<file path="src/rtl/accel_cfg_pkg.sv">
// accel_cfg_pkg: config word widths shared with the accelerator top, loader FSM encoding, row width helper.
// Latency: n/a (types and constants only).
// Backpressure: n/a. READBACK_EN adds the two readback states to the encoding.
package accel_cfg_pkg;

    localparam int DATA_CWIDTH = 32;
    localparam int WICP_CWIDTH = 32;
    localparam int TMPC_CWIDTH = 32;
    localparam int POST_CWIDTH = 32;

    localparam logic [2:0] ST_IDLE     = 3'd0;
    localparam logic [2:0] ST_FILL     = 3'd1;
    localparam logic [2:0] ST_WRITE    = 3'd2;
    localparam logic [2:0] ST_CFG_REQ  = 3'd3;
    localparam logic [2:0] ST_CFG_WAIT = 3'd4;
    localparam logic [2:0] ST_DONE     = 3'd5;
`ifdef READBACK_EN
    localparam logic [2:0] ST_RB_ISSUE = 3'd6;
    localparam logic [2:0] ST_RB_DRAIN = 3'd7;
`endif

    typedef enum logic [2:0] {
        S_IDLE     = ST_IDLE,
        S_FILL     = ST_FILL,
        S_WRITE    = ST_WRITE,
        S_CFG_REQ  = ST_CFG_REQ,
        S_CFG_WAIT = ST_CFG_WAIT,
        S_DONE     = ST_DONE
`ifdef READBACK_EN
        ,
        S_RB_ISSUE = ST_RB_ISSUE,
        S_RB_DRAIN = ST_RB_DRAIN
`endif
    } state_t;

    // Width of one outside_memory row in bits.
    function automatic int row_width(input int dw, input int lanes);
        return dw * lanes;
    endfunction

endpackage

</file>
<file path="src/rtl/accel_cfg_loader_row_packer.sv">
// row_packer: serial-to-parallel packer, word k of a row lands in lane k.
// Latency: a word is visible in row the cycle after it is accepted; row_full flags the last accept.
// Backpressure: none internally; accept is the caller's transfer strobe, clear restarts at lane 0.
module row_packer
    import accel_cfg_pkg::*;
#(
    parameter int DWIDTH = 16,
    parameter int PE_ROW = 12
) (
    input  logic                                 clk,
    input  logic                                 rst_n,
    input  logic [DWIDTH-1:0]                    word,
    input  logic                                 accept,
    input  logic                                 clear,
    output logic [row_width(DWIDTH, PE_ROW)-1:0] row,
    output logic                                 row_full
);

    localparam int CW = (PE_ROW > 1) ? $clog2(PE_ROW) : 1;

    logic [CW-1:0] lane_q;

    assign row_full = accept && (lane_q == CW'(PE_ROW - 1));

    // Lane counter and row register; clear drops any partial row.
    always_ff @(posedge clk or negedge rst_n) begin
        if (!rst_n) begin
            lane_q <= '0;
            row    <= '0;
        end else if (clear) begin
            lane_q <= '0;
            row    <= '0;
        end else if (accept) begin
            row[int'(lane_q)*DWIDTH +: DWIDTH] <= word;
            lane_q <= row_full ? '0 : lane_q + CW'(1);
        end
    end

endmodule

</file>
<file path="src/rtl/accel_cfg_loader.sv">
// accel_cfg_loader: packs serial words into rows, writes them from base_addr upward, then one cfg handshake.
// Latency: >= PE_ROW+1 cycles per row; cfg_valid on first cfg_busy-low cycle; done 1 cycle after cfg_busy falls.
// Backpressure: src_ready only while filling (no skid); cfg request held off by cfg_busy. READBACK_EN adds rb_* readback.
module accel_cfg_loader
    import accel_cfg_pkg::*;
#(
    parameter int DWIDTH = 16,
    parameter int AWIDTH = 16,
    parameter int PE_ROW = 12
) (
    input  logic                                 clk,
    input  logic                                 rst_n,
    input  logic                                 start,
    input  logic [AWIDTH-1:0]                    base_addr,
    input  logic [AWIDTH-1:0]                    row_num,
    input  logic [DATA_CWIDTH-1:0]               cfg_data_in,
    input  logic [WICP_CWIDTH-1:0]               cfg_wicp_in,
    input  logic [TMPC_CWIDTH-1:0]               cfg_tmpc_in,
    input  logic [POST_CWIDTH-1:0]               cfg_post_in,
    input  logic                                 src_valid,
    output logic                                 src_ready,
    input  logic [DWIDTH-1:0]                    src_data,
    output logic                                 cfg_valid,
    input  logic                                 cfg_busy,
    output logic [DATA_CWIDTH-1:0]               cfg_data_data,
    output logic [WICP_CWIDTH-1:0]               cfg_wicp_data,
    output logic [TMPC_CWIDTH-1:0]               cfg_tmpc_data,
    output logic [POST_CWIDTH-1:0]               cfg_post_data,
    output logic [AWIDTH-1:0]                    outside_memory_addr,
    output logic                                 outside_memory_wreq,
    output logic [row_width(DWIDTH, PE_ROW)-1:0] outside_memory_din,
    input  logic [row_width(DWIDTH, PE_ROW)-1:0] outside_memory_dout,
    output logic                                 busy,
    output logic                                 done
`ifdef READBACK_EN
    ,
    output logic                                 rb_valid,
    output logic [row_width(DWIDTH, PE_ROW)-1:0] rb_data
`endif
);

    localparam int RW = row_width(DWIDTH, PE_ROW);

    state_t                 state_q, state_d;
    logic [AWIDTH-1:0]      base_q, rows_q, row_idx_q, addr_q;
    logic [DATA_CWIDTH-1:0] cfg_data_q;
    logic [WICP_CWIDTH-1:0] cfg_wicp_q;
    logic [TMPC_CWIDTH-1:0] cfg_tmpc_q;
    logic [POST_CWIDTH-1:0] cfg_post_q;
    logic                   seen_busy_q;
    logic                   accept, row_full, last_row, pk_clear;
    logic [RW-1:0]          row;

    assign src_ready = (state_q == S_FILL);
    assign accept    = src_valid && src_ready;
    // row_idx doubles as the readback index, so the same compare ends both loops.
    assign last_row  = (row_idx_q == rows_q - AWIDTH'(1));
    assign pk_clear  = ((state_q == S_IDLE) && start) || (state_q == S_WRITE);
    assign busy      = (state_q != S_IDLE) && (state_q != S_DONE);
    assign done      = (state_q == S_DONE);

    assign outside_memory_addr = addr_q;
    assign outside_memory_din  = outside_memory_wreq ? row : '0;
    assign cfg_data_data = cfg_data_q;
    assign cfg_wicp_data = cfg_wicp_q;
    assign cfg_tmpc_data = cfg_tmpc_q;
    assign cfg_post_data = cfg_post_q;

    row_packer #(
        .DWIDTH (DWIDTH),
        .PE_ROW (PE_ROW)
    ) u_row_packer (
        .clk      (clk),
        .rst_n    (rst_n),
        .word     (src_data),
        .accept   (accept),
        .clear    (pk_clear),
        .row      (row),
        .row_full (row_full)
    );

    // State register; reset abandons any job in flight.
    always_ff @(posedge clk or negedge rst_n) begin
        if (!rst_n) state_q <= S_IDLE;
        else        state_q <= state_d;
    end

    // Next state plus the one-cycle strobes (write request, cfg request).
    always_comb begin
        state_d             = state_q;
        cfg_valid           = 1'b0;
        outside_memory_wreq = 1'b0;
        case (state_q)
            S_IDLE: begin
                if (start) state_d = (row_num != '0) ? S_FILL : S_CFG_REQ;
            end
            S_FILL: begin
                if (row_full) state_d = S_WRITE;
            end
            S_WRITE: begin
                outside_memory_wreq = 1'b1;
                state_d = last_row ? S_CFG_REQ : S_FILL;
            end
            S_CFG_REQ: begin
                if (!cfg_busy) begin
                    cfg_valid = 1'b1;
                    state_d   = S_CFG_WAIT;
                end
            end
            S_CFG_WAIT: begin
                // Only a fall after a rise counts as the accelerator finishing.
                if (seen_busy_q && !cfg_busy) begin
`ifdef READBACK_EN
                    state_d = (rows_q != '0) ? S_RB_ISSUE : S_DONE;
`else
                    state_d = S_DONE;
`endif
                end
            end
`ifdef READBACK_EN
            S_RB_ISSUE: begin
                if (last_row) state_d = S_RB_DRAIN;
            end
            S_RB_DRAIN: begin
                state_d = S_DONE;
            end
`endif
            S_DONE: begin
                state_d = S_IDLE;
            end
            default: begin
                state_d = S_IDLE;
            end
        endcase
    end

    // Job parameters captured at start, row/address counters and busy-rise tracking.
    always_ff @(posedge clk or negedge rst_n) begin
        if (!rst_n) begin
            base_q      <= '0;
            rows_q      <= '0;
            row_idx_q   <= '0;
            addr_q      <= '0;
            cfg_data_q  <= '0;
            cfg_wicp_q  <= '0;
            cfg_tmpc_q  <= '0;
            cfg_post_q  <= '0;
            seen_busy_q <= 1'b0;
        end else begin
            case (state_q)
                S_IDLE: begin
                    if (start) begin
                        base_q     <= base_addr;
                        rows_q     <= row_num;
                        cfg_data_q <= cfg_data_in;
                        cfg_wicp_q <= cfg_wicp_in;
                        cfg_tmpc_q <= cfg_tmpc_in;
                        cfg_post_q <= cfg_post_in;
                        row_idx_q  <= '0;
                    end
                end
                S_FILL: begin
                    // Address is loaded as the row completes so it is ready in WRITE.
                    if (row_full) addr_q <= base_q + row_idx_q;
                end
                S_WRITE: begin
                    if (!last_row) row_idx_q <= row_idx_q + AWIDTH'(1);
                end
                S_CFG_REQ: begin
                    seen_busy_q <= 1'b0;
                end
                S_CFG_WAIT: begin
                    if (cfg_busy) seen_busy_q <= 1'b1;
`ifdef READBACK_EN
                    if (seen_busy_q && !cfg_busy && (rows_q != '0)) begin
                        row_idx_q <= '0;
                        addr_q    <= base_q;
                    end
`endif
                end
`ifdef READBACK_EN
                S_RB_ISSUE: begin
                    if (!last_row) begin
                        row_idx_q <= row_idx_q + AWIDTH'(1);
                        addr_q    <= addr_q + AWIDTH'(1);
                    end
                end
`endif
                default: begin
                end
            endcase
        end
    end

`ifdef READBACK_EN
    logic rb_valid_q;

    // Read data returns one cycle after each issued address.
    always_ff @(posedge clk or negedge rst_n) begin
        if (!rst_n) rb_valid_q <= 1'b0;
        else        rb_valid_q <= (state_q == S_RB_ISSUE);
    end

    assign rb_valid = rb_valid_q;
    assign rb_data  = rb_valid_q ? outside_memory_dout : '0;
`else
    logic [RW-1:0] unused_dout;
    assign unused_dout = outside_memory_dout;
`endif

endmodule
</file>
<file path="config.mk">
export PLATFORM = sky130hd
export DESIGN_NAME = accel_cfg_loader
export DESIGN_NICKNAME = d
export VERILOG_FILES = /design/src/rtl/accel_cfg_pkg.sv /design/src/rtl/accel_cfg_loader_row_packer.sv /design/src/rtl/accel_cfg_loader.sv
export SDC_FILE = /design/constraint.sdc
export NUM_CORES = 1
export LEC_CHECK = 0
export ABC_AREA = 1
export ABC_CLOCK_PERIOD_IN_PS = 2650
export BUFFER_PORTS_ARGS = -buffer_cell sky130_fd_sc_hd__clkbuf_2
export CAP_MARGIN = 40
export CORE_AREA = 5 5 278 280
export CTS_BUF_LIST = sky130_fd_sc_hd__clkbuf_16
export CTS_CLUSTER_SIZE = 16
export DETAILED_ROUTE_END_ITERATION = 8
export DIE_AREA = 0 0 283 285
export GPL_ROUTABILITY_DRIVEN = 0
export PLACE_DENSITY = 0.57
export RECOVER_POWER = 100
export SKIP_CTS_REPAIR_TIMING = 1
export SLEW_MARGIN = 20
export SYNTH_ARGS = -nofsm -noshare
export SYNTH_HDL_FRONTEND = slang
export SYNTH_SLANG_ARGS = --single-unit
</file>
<file path="constraint.sdc">
create_clock -name clk -period 2.65 [get_ports clk]
set_input_delay 0.265 -clock clk [delete_from_list [all_inputs] [get_ports clk]]
set_output_delay 0.265 -clock clk [all_outputs]
set_load 0.05 [all_outputs]
</file>
# Word level (Yosys, flattened, before mapping)

Cells that the tools add are included.
Widths: inputs -> output; s select.

Register bits: 392

Add/sub/neg operators: 5
Eq/ne operators: 14
Shifts and indexed selects: 2
Muxes and demuxes: 22
Reductions and logical operators: 18

Operator list:

| operator                  | number |
|---|---|
| $mux 192                  | 3 |
| $bwmux 192                | 1 |
| $shift 16x33->192 const A | 1 |
| $shiftx 16x33->192        | 1 |
| $neg 8->33                | 1 |
| $mux 16                   | 2 |
| $pmux 16 s2               | 1 |
| $add 16x1->16 const B     | 1 |
| $add 16x16->16            | 1 |
| $eq 16x16->1              | 1 |
| $reduce_bool 16->1        | 1 |
| $sub 16x1->16 const B     | 1 |
| $pmux 3 s5                | 1 |
| $mux 3                    | 4 |
| $mux 4                    | 3 |
| $ne 2x2->1 const B        | 5 |
| $eq 3x2->1 const B        | 2 |
| $eq 3x3->1 const B        | 2 |
| $reduce_and 2->1          | 3 |
| $reduce_bool 2->1         | 3 |
| $logic_and 1x1->1         | 5 |
| $add 4x1->4 const B       | 1 |
| $eq 4x4->1 const B        | 1 |
| $mux 1                    | 4 |
| 11 further kinds          | 12 |

# Longest topological paths before layout

Gate-level depths: netlist (run 1).

Depth in word-level cells: 6
Depth in mapped cells: 15
Depth with buffers taken out: 14

# Hierarchy

Synthesis (run 1) repeated with hierarchy kept, for this count alone.

Cell total of the unflattened synthesis: 2315
Area, all modules: 19595.0 um^2

By module, submodules not included:

| module           | instances | cells each | area each (um^2) | seq. area each (um^2) |
|---|---|---|---|---|
| accel_cfg_loader | 1         | 1279       | 10759.1          | 4904.7 |
| row_packer       | 1         | 1036       | 8836.0           | 4904.7 |

# Worst setup path after synthesis (run 1)

OpenSTA, ideal clock, no wires.

Kind: register to output
Start point: register state_q[1]
End point: output outside_memory_din[161]
Arrival: 2565 ps
Data required time: 2385 ps
Setup slack: -180 ps
Cell stages (with the launch flop): 8
Path buffers: 3
Path through: dfrtp_1 inv_1 nor3_2 inv_1 clkbuf_1 clkbuf_1 buf_1 nor2_1

Cells in the longest elaborated chain, start to end: 3

RTL lines:

| item                    | line                   | source |
|---|---|---|
| start, declared         | accel_cfg_loader.sv:44 | `state_t state_q, state_d;` |
| start signal, assigned  | accel_cfg_loader.sv:85 | `else state_q <= state_d;` |
| $eq 3x2->1              | accel_cfg_loader.sv:93 | `case (state_q)` |
| $mux 1                  | accel_cfg_loader.sv:93 |  |
| net outside_memory_wreq | accel_cfg_loader.sv:30 | `output logic outside_memory_wreq,` |
| $mux 192                | accel_cfg_loader.sv:63 | `assign outside_memory_din = outside_memory_wreq ? row : '0;` |
| end, declared           | accel_cfg_loader.sv:31 | `output logic [row_width(DWIDTH, PE_ROW)-1:0] outside_memory_din,` |

The timed path passes the listed nets, and every way through them passes these cells.

# Worst setup path in the final report (run 1)

Start point: register state_q[0]
End point: output outside_memory_din[108]

Cells in the longest elaborated chain, start to end: 3

RTL lines:

| item       | line |
|---|---|
| $eq 3x2->1 | accel_cfg_loader.sv:93 |
| $mux 1     | accel_cfg_loader.sv:93 |
| $mux 192   | accel_cfg_loader.sv:63 |

No other way between the ends.

==> impl_results.md, run 1 <==
* Clock Skew at 0.0142 ns
* Commonest non-fill, non-tap cell in the layout: nand2_1
* Hold endpoint: u_row_packer.row[80]
* Highest-count cells in the layout ignoring fill and taps: nand2_1 (679), dfrtp_1 (390), inv_1 (306), nor2_1 (243), clkbuf_2 (238)
* First-pass GRT wire length at 104 mm
* Layout Nets at 3394
* Status: finished, violations left
* Ports at 714
* Crit Reg-Reg Endpoint: u_row_packer.row[21]
* Post-route setup TNS at 0 ns
* Fillers at 7685
* TritonCTS Buffers at 48
* Initial Util at 25.0%
* Startpoint Class: flop
* WL/cell at 17.7 um
* Synthesized instance count at 2311
* Period minus WS final at 2.59 ns
* Vias in the first global route at 16908
* Vias/cell at 4.46
* Crit path top cell by count: buf_16
* Die X at 283 um
* Num rows at 100
* Hold Crit Start: src_data[0]
* CTS tree: yes
* Vias at 17868
* Worst R2R Setup Slack at 0.16 ns
* Synthesized flop and latch total at 392
* Vert. Die Dim at 285 um
* Netlist Area Pre-Place at 18600 sq um
* Crit path DAT at 2.32 ns
* N_diodes at 0
* Failing checks: capacitance limit, slew limit
* Layout area overhead at 41.8%
* Rel. slew slack at -15.1%
* CTS max path bufs at 3
* Mean Syn Cell Area at 8.03 sq um
* VDD IR max at 0.863 mV
* Critical Path Sink Type: primary output
* WP data required at 2.38 ns
* Hold Crit Depth at 3
* ANT nets after route at 0
* Synth Flop Type: dfrtp_1
* Core footprint at 74200 sq um
* Worst path cell trace: nor3_4 -> buf_6 -> inv_8 -> buf_16 -> buf_16 -> nor2_1 -> clkbuf_4
* Slowest CP cell: dfrtp_2
* Initial antenna violation count at 1
* Fmax at 387 MHz
* Hold_ws at 0.119 ns
* Worst-Margin Slew at 1.73 ns
* Fin. max-slew vios at 191
* DP HPWL at 51.1 mm
* Fin crit share at 97.6%
* Async SR Flop Fraction at 100%
* Hold Path Class: in -> reg
* # DRC at 0
* Total grt overflow at 0
* Reg area at 9810 sq um
* Pin count of the biggest net entering global routing at 135
* Pwr dens at 1000 nW/um^2
* Setup violations, final at 0
* Die Area at 80700 sq um
* DRT Wirelength at 70.8 mm
* Number of max-cap violations at 1
* Initial DRC Count at 1350
* Layout cells sized above 1 at 19.8%
* Number of H-tree levels at 2
* Drt pass-1 iters at 5
* Top fanout value on the critical path at 44
* Synth Warn # at 0
* RSZ-0062 raised after global routing: true
* Final Hold Fails at 0
* Register area share after synthesis at 52.9%
* Placed insts at 3751
* Skew-Pair Late Insertion Delay at 0.57 ns
* Clock-pin slew on the worst setup and hold paths at 0.06 ns
* Post-route insts no fill at 4005
* Leak Pwr at 12.5 nW
* Yosys cell types at 46
* Slowest stage delay, CP at 0.45 ns
* Tot GR Track Use at 16.3%
* R2R Path Start: u_row_packer.lane_q[0]
* EDFF count, synth at 0
* CP Class: reg -> out
* Syn_nets at 2705
* Port Buf Inserts at 521
* Reg2Reg Depth at 10
* Clock sink count at 392
* Clock Tree Root: clkbuf_16
* Multi-input gate area at 7250 sq um
[worst max-delay path by stage]
stage | from | endpoint | slack (ns) | cells past startpoint
6_report | state_q[0] | outside_memory_din[108] | 0.06 | 7
5_1_grt | state_q[0] | outside_memory_din[43] | -0.06 | 7
4_1_cts | state_q[1] | outside_memory_din[160] | -0.26 | 8
3_5_place_dp | u_row_packer.lane_q[2] | u_row_packer.row[119] | 0.23 | 9
3_3_place_gp | rows_q[0] | row_idx_q[15] | 0.25 | 13
2_1_floorplan | state_q[1] | outside_memory_din[161] | -0.18 | 7
[power breakdown]
group          internal (W)  switching (W)  leakage [nW]
Combinational       0.00272        0.00905          6.51
Sequential          0.00729       0.000816          5.22
Clock               0.00371        0.00273         0.769
[state kept, by name (all words and copies together), names as in the netlist]
signal,cells
u_row_packer.row,192
cfg_data_data,32
cfg_post_data,32
cfg_tmpc_data,32
cfg_wicp_data,32
base_q,16
outside_memory_addr,16
row_idx_q,16
rows_q,16
u_row_packer.lane_q,4
state_q,3
seen_busy_q,1
[routing by layer]
metal / track usage (%) / share of wire, % / up-vias
met5: 0 / 0 / -
met4: 5.51 / 3.4 / 0
met1: 22.7 / 46 / 8517
li1: - / - / 8676
met2: 25.7 / 46 / 541
met3: 2.78 / 5.1 / 134
[final cells by class]
cell class | count | share of cell area, %
flip-flops and latches | 392 | 37.3
multi-input cells | 1496 | 27.6
repair buffers | 749 | 20.2
clock buffers | 50 | 4.75
well taps | 969 | 4.61
inverters | 313 | 4.50
clock inverters | 36 | 1.06
[metrics by stage]
stage / total power [W] / area (sq um) / setup WS (ns) / util, %
after CTS: 0.0264 / 24000 / -0.256 / 32.4
after global placement: 0.0197 / 22500 / 0.254 / 30.3
after floorplan: 0.0164 / 18600 / -0.180 / -
final: 0.0263 / 26300 / 0.0640 / 35.5
after detailed placement: 0.0198 / 22500 / 0.232 / 30.3
after global routing: 0.0279 / 26300 / -0.0596 / 35.5
[logic make-up after synthesis]
group	share of synthesized area, %
xor gates and xnor gates	1.50
adders and majority gates	1.46
and+or+nand+nor	25.9
AOI/OAI and AO/OA	9.25
DFF	52.9
buffers and inverters	9.07
[critical path, delay by kind of cell, from the launching register on]
family | cells | cell delay (ns)
buffers and inverters | 5 | 0.87
flip-flops | 1 | 0.45
AND/OR/NAND/NOR | 2 | 0.37
[Yosys cell counts (2+ instances only)]
master     number  share of area, %
clkbuf_1       72               1.5
nor2_4          5              0.30
buf_2          18              0.49
o21ai_4         6              0.53
nand3b_1        6              0.24
xor2_1         25               1.2
nand4_1        12              0.40
nor3_2          5              0.27
buf_6           3              0.18
inv_2          14              0.28
a21oi_1        27              0.73
buf_1           3             0.061
o21ai_0        69               1.9
nand2_1       679                14
o31ai_1        10              0.40
nor2_1        284               5.7
o2111ai_1       2             0.094
ha_1           20               1.3
clkinv_1        2             0.040
inv_1         297               6.0
o32ai_1        17              0.80
o21ai_2         2             0.094
nand2_2         8              0.27
nor4_1          6              0.20
dfrtp_1       392                53
nand3_1       124               3.3
buf_4          13              0.53
o21bai_1        2             0.081
o22ai_1       121               4.1
xnor2_1         5              0.24
nor2_2          8              0.27
o21ai_1        15              0.40
nor3_1         26              0.70
(Power assumes the default switching activity.)
==> run 2, diff against run 1 <==
--- a/config.mk
+++ b/config.mk
@@ -10,7 +10,7 @@
 export BUFFER_PORTS_ARGS = -buffer_cell sky130_fd_sc_hd__clkbuf_2
 export CAP_MARGIN = 40
 export CORE_AREA = 5 5 278 280
-export CTS_BUF_LIST = sky130_fd_sc_hd__clkbuf_16
+export CTS_BUF_LIST = sky130_fd_sc_hd__clkbuf_8
 export CTS_CLUSTER_SIZE = 16
 export DETAILED_ROUTE_END_ITERATION = 8
 export DIE_AREA = 0 0 283 285
==> run 2 against run 1 <==
Effect of this change: the flow still finishes with violations (capacitance limit, slew limit); setup slack better by 0.0064 ns; worst hold slack lost 0.069 ns; non-clock buffer count increased by 6; total power shrank 0.43%; critical path type unchanged; critical endpoint is now outside_memory_din[3].
==> impl_results.md, run 2 (synthesis gave the netlist of run 1 again) <==
* RSZ-0062 raised after global routing: true
* Post-route insts no fill at 4053
* Number of max-cap violations at 1
* Port Buf Inserts at 521
* Placed insts at 3751
* Layout Nets at 3426
* Vias/cell at 4.49
* Initial antenna violation count at 2
* Fillers at 7624
* DRT Wirelength at 72.8 mm
* Critical Path Sink Type: primary output
* Vias in the first global route at 17242
* CTS tree: yes
* Total grt overflow at 0
* Fin. max-slew vios at 192
* Ports at 714
* TritonCTS Buffers at 74
* Final Hold Fails at 0
* Initial DRC Count at 1303
* Failing checks: capacitance limit, slew limit
* Core footprint at 74200 sq um
* Number of H-tree levels at 3
* Highest-count cells in the layout ignoring fill and taps: nand2_1 (677), dfrtp_1 (389), inv_1 (317), clkbuf_2 (227), dlygate4sd3_1 (162)
* Pwr dens at 970 nW/um^2
* Clock sink count at 392
* Rel. slew slack at -11.2%
* # DRC at 0
* Vert. Die Dim at 285 um
* DP HPWL at 51.1 mm
* Vias at 18193
* Fin crit share at 97.3%
* Hold Path Class: in -> reg
* Top fanout value on the critical path at 22
* Drt pass-1 iters at 5
* CTS max path bufs at 3
* Clock Tree Root: clkbuf_8
* WL/cell at 18.0 um
* Worst-Margin Slew at 1.67 ns
* Clock Skew at 0.0228 ns
* Layout area overhead at 45.6%
* Skew-Pair Late Insertion Delay at 0.64 ns
* Clock-pin slew on the worst setup and hold paths at 0.05 ns
* Setup violations, final at 0
* Num rows at 100
* Status: finished, violations left
* Layout cells sized above 1 at 23.9%
* Startpoint Class: flop
* WP data required at 2.38 ns
* ANT nets after route at 0
* Post-DP Area at 22500 sq um
* Initial Util at 25.0%
* Die Area at 80700 sq um
* Pwr Total at 0.0262 W
* First-pass GRT wire length at 105 mm
* Pin count of the biggest net entering global routing at 135
* Die X at 283 um
* Leak Pwr at 12.7 nW
* Tot GR Track Use at 16.5%
* Crit path DAT at 2.31 ns
* Commonest non-fill, non-tap cell in the layout: nand2_1
* Most flops, register: u_row_packer.row
* VDD IR max at 0.636 mV
* CP Class: reg -> out
* Fin area at 27000 sq um
* Max reg flops at 192
* Period minus WS final at 2.58 ns
* Fmax at 388 MHz
-- run 2: layout make-up --
class / instances / area (sq um) / area share, %
inverter: 313 / 1180 / 4.38
clock inverter: 40 / 245 / 0.907
antenna: 1 / 2.50 / 0.00926
clock buffer: 87 / 1200 / 4.43
multi-input combinational: 1496 / 7630 / 28.2
tap: 969 / 1210 / 4.49
sequential: 392 / 9810 / 36.3
timing repair buffer: 755 / 5740 / 21.2
-- run 2: per-layer routing --
metal  up-vias  global-route usage (%)  wire length [um]
li1       8734                       -                 -
met1      8709                    22.7             32800
met2       599                    25.5             33100
met3       151                    2.99              4060
met4         0                    6.97              2840
met5         -                       0                 0
-- run 2: critical path, stage by stage, from the launching register on --
cell and delay (ns):
dfrtp_2 0.43, nor3_4 0.25, buf_6 0.16, inv_8 0.08, buf_16 0.18, nor2_1 0.25, clkbuf_4 0.30
-- run 2: worst paths after layout --
check                                  startpoint               endpoint  slack, ns  cells after the start
setup / recovery                       state_q[2]  outside_memory_din[3]       0.07                      6
hold / removal                        src_data[2]   u_row_packer.row[82]       0.05                      3
setup reg to reg           u_row_packer.lane_q[0]   u_row_packer.row[62]       0.18                      8
hold reg to reg                  cfg_tmpc_data[0]       cfg_tmpc_data[0]       0.47                      2
max in group asynchronous                   rst_n              base_q[7]       0.46                      3
min in group asynchronous                   rst_n  u_row_packer.row[117]       0.60                      2
-- run 2: report_power, final --
part	total (W)	internal, W	switching [W]	leakage [nW]
combinational	0.0122	0.00289	0.00931	6.66
sequential	0.00812	0.00730	0.000822	5.22
clock	0.00590	0.00318	0.00271	0.817
-- run 2: metrics by stage --
step | utilization, % | worst slack (ns) | hold WS (ns) | TNS [ns]
2_1_floorplan | - | -0.180 | -0.0306 | -22.24
3_3_place_gp | 30.3 | 0.254 | 0.252 | 0
3_5_place_dp | 30.3 | 0.232 | 0.257 | 0
4_1_cts | 32.3 | -0.367 | -0.491 | -38.15
5_1_grt | 36.4 | -0.0334 | 0.0201 | -0.428
6_report | 36.4 | 0.0704 | 0.0503 | 0
==> run 3, diff against run 2 <==
==> constraint.sdc (replaced) <==
create_clock -name clk -period 2.65 [get_ports clk]
set_input_delay 0.53 -clock clk [delete_from_list [all_inputs] [get_ports clk]]
set_output_delay 0.53 -clock clk [all_outputs]
set_load 0.05 [all_outputs]
==> run 3 against run 2 <==
Effect of this change: wire length shrank 1.2%; via count decreased by 3.2%; clock skew up 0.014 ns; setup slack worse by 0.026 ns; sequential power barely moved; first-iteration DRC count down 9.5%; sequential share of layout area is 0.39 points lower; critical path depth increased by 1; total power up 1.5%; die area did not move; count of clock-buffer cells in the layout fell by 5; clock power is essentially flat; the run still ends with capacitance limit, slew limit left.
==> impl_results.md, run 3 (synthesis gave the netlist of run 1 again) <==
* WP data required at 2.12 ns
* ANT nets after route at 0
* Post-route insts no fill at 3908
* Layout area overhead at 47.2%
* Port Buf Inserts at 521
* Most flops, register: u_row_packer.row
* Clock sink count at 392
* Core footprint at 74200 sq um
* Tot GR Track Use at 16.8%
* Layout cells sized above 1 at 31.9%
* Drt pass-1 iters at 6
* Placed insts at 3768
* Number of max-cap violations at 1
* CTS tree: yes
* Clock Skew at 0.0366 ns
* Hold Path Class: in -> reg
* Leak Pwr at 12.8 nW
* Skew-Pair Late Insertion Delay at 0.66 ns
* Max reg flops at 192
* Rel. slew slack at -13.8%
* Layout Nets at 3286
* CTS max path bufs at 3
* Initial Util at 25.0%
* WL/cell at 18.4 um
* Top fanout value on the critical path at 19
* Total grt overflow at 0
* # DRC at 0
* CP Class: reg -> out
* Failing checks: capacitance limit, slew limit
* Util after Layout at 36.8%
* DRT Wirelength at 71.9 mm
* Ports at 714
* Fin. max-slew vios at 165
* Final Hold Fails at 0
* Vias at 17602
* Slowest stage delay, CP at 0.37 ns
* Clock-pin slew on the worst setup and hold paths at 0.06 ns
* First-pass GRT wire length at 107 mm
* Startpoint Class: flop
* Number of H-tree levels at 3
* Vias/cell at 4.50
* Slowest CP cell: dfrtp_2
* Die Area at 80700 sq um
* Setup violations, final at 0
* Initial DRC Count at 1179
* Num rows at 100
* Fin crit share at 98.3%
* RSZ-0062 raised after global routing: true
* Crit path DAT at 2.08 ns
* TritonCTS Buffers at 75
* Fin area at 27300 sq um
* VDD IR max at 0.711 mV
* Worst-Margin Slew at 1.71 ns
* Pwr dens at 974 nW/um^2
* DP HPWL at 52.8 mm
* Post-DP Area at 24700 sq um
* Status: finished, violations left
* Initial antenna violation count at 3
* Buf+Inv Stages, Crit Path at 5
* Clock Tree Root: clkbuf_8
* Fmax at 384 MHz
* Post-route setup TNS at 0 ns
* Worst path cell trace: inv_2 -> nor3_4 -> buf_6 -> inv_16 -> clkbuf_16 -> nor2_1 -> buf_4
* Hold_ws at 0.0693 ns
* Vert. Die Dim at 285 um
* Fillers at 7570
* Pin count of the biggest net entering global routing at 165
* Vias in the first global route at 17341
* Commonest non-fill, non-tap cell in the layout: nand2_1
* Period minus WS final at 2.61 ns
* Highest-count cells in the layout ignoring fill and taps: nand2_1 (676), dfrtp_1 (388), clkbuf_2 (332), inv_1 (318), nand3_1 (124)
* Crit-path leading delay family: buffers and inverters
* Critical Path Sink Type: primary output
* Die X at 283 um
run 3: changes by cell type in the layout (fill, tap and decap cells not counted), moves of 5 or more:
cell and delta:
nor2_2 -25, dlygate4sd3_1 -161, clkbuf_1 -137, clkbuf_2 +105, buf_4 +34, buf_12 +114, buf_2 -5, clkbuf_8 -5
nor2_1 -44, nor2_4 +69, buf_6 -87
run 3: worst paths after layout:
path                                         from                       to  slack, ns  depth (start not counted)
max                                    state_q[1]  outside_memory_din[130]       0.04                          7
min                               cfg_tmpc_in[19]        cfg_tmpc_data[19]       0.07                          3
max reg2reg                u_row_packer.lane_q[2]     u_row_packer.row[97]       0.19                          9
min reg2reg                     cfg_tmpc_data[28]        cfg_tmpc_data[28]       0.48                          2
max in group asynchronous                   rst_n  outside_memory_addr[10]       0.30                          3
min in group asynchronous                   rst_n     u_row_packer.row[22]       0.78                          2
run 3: area by class of cell:
| class | instances | area [sq um] | area share [%] |
|---|---|---|---|
| timing repair inverter | 1 | 8.76 | 0.0321 |
| antenna | 1 | 2.50 | 0.00916 |
| timing repair buffer | 613 | 5580 | 20.4 |
| tap | 969 | 1210 | 4.44 |
| clock inverter | 41 | 292 | 1.07 |
| sequential | 392 | 9810 | 35.9 |
| inverter | 313 | 1190 | 4.37 |
| multi-input combinational | 1496 | 8090 | 29.6 |
| clock buffer | 82 | 1130 | 4.13 |
run 3: per-layer routing:
layer	up-vias	GRT usage, %	share of wire, %
li1	8496	-	-
met1	8373	22.5	44
met2	573	26.5	46
met3	156	3.88	6.1
met4	4	7.08	3.9
met5	-	0	0.028
run 3: stage by stage:
stage,setup WS [ns],total power [W]
after CTS,-0.278,0.0262
after global placement,0.161,0.0201
after floorplan,-0.209,0.0166
after detailed placement,0.178,0.0202
final,0.0441,0.0266
after global routing,-0.0792,0.0283
run 3: worst register-to-register path: cells and delay by family, from the launching register on:
family,cells,cell delay (ns)
DFF,1,0.48
adders and majority gates,1,0.20
AOI/OAI and AO/OA,1,0.25
buffers and inverters,3,0.49
and+or+nand+nor,4,0.93
run 3: where the power goes:
part	switching [W]	leakage (nW)	total (W)	internal, W
Sequential	0.000803	5.22	0.00810	0.00730
Combinational	0.00947	6.80	0.0126	0.00314
Clock	0.00275	0.816	0.00590	0.00314
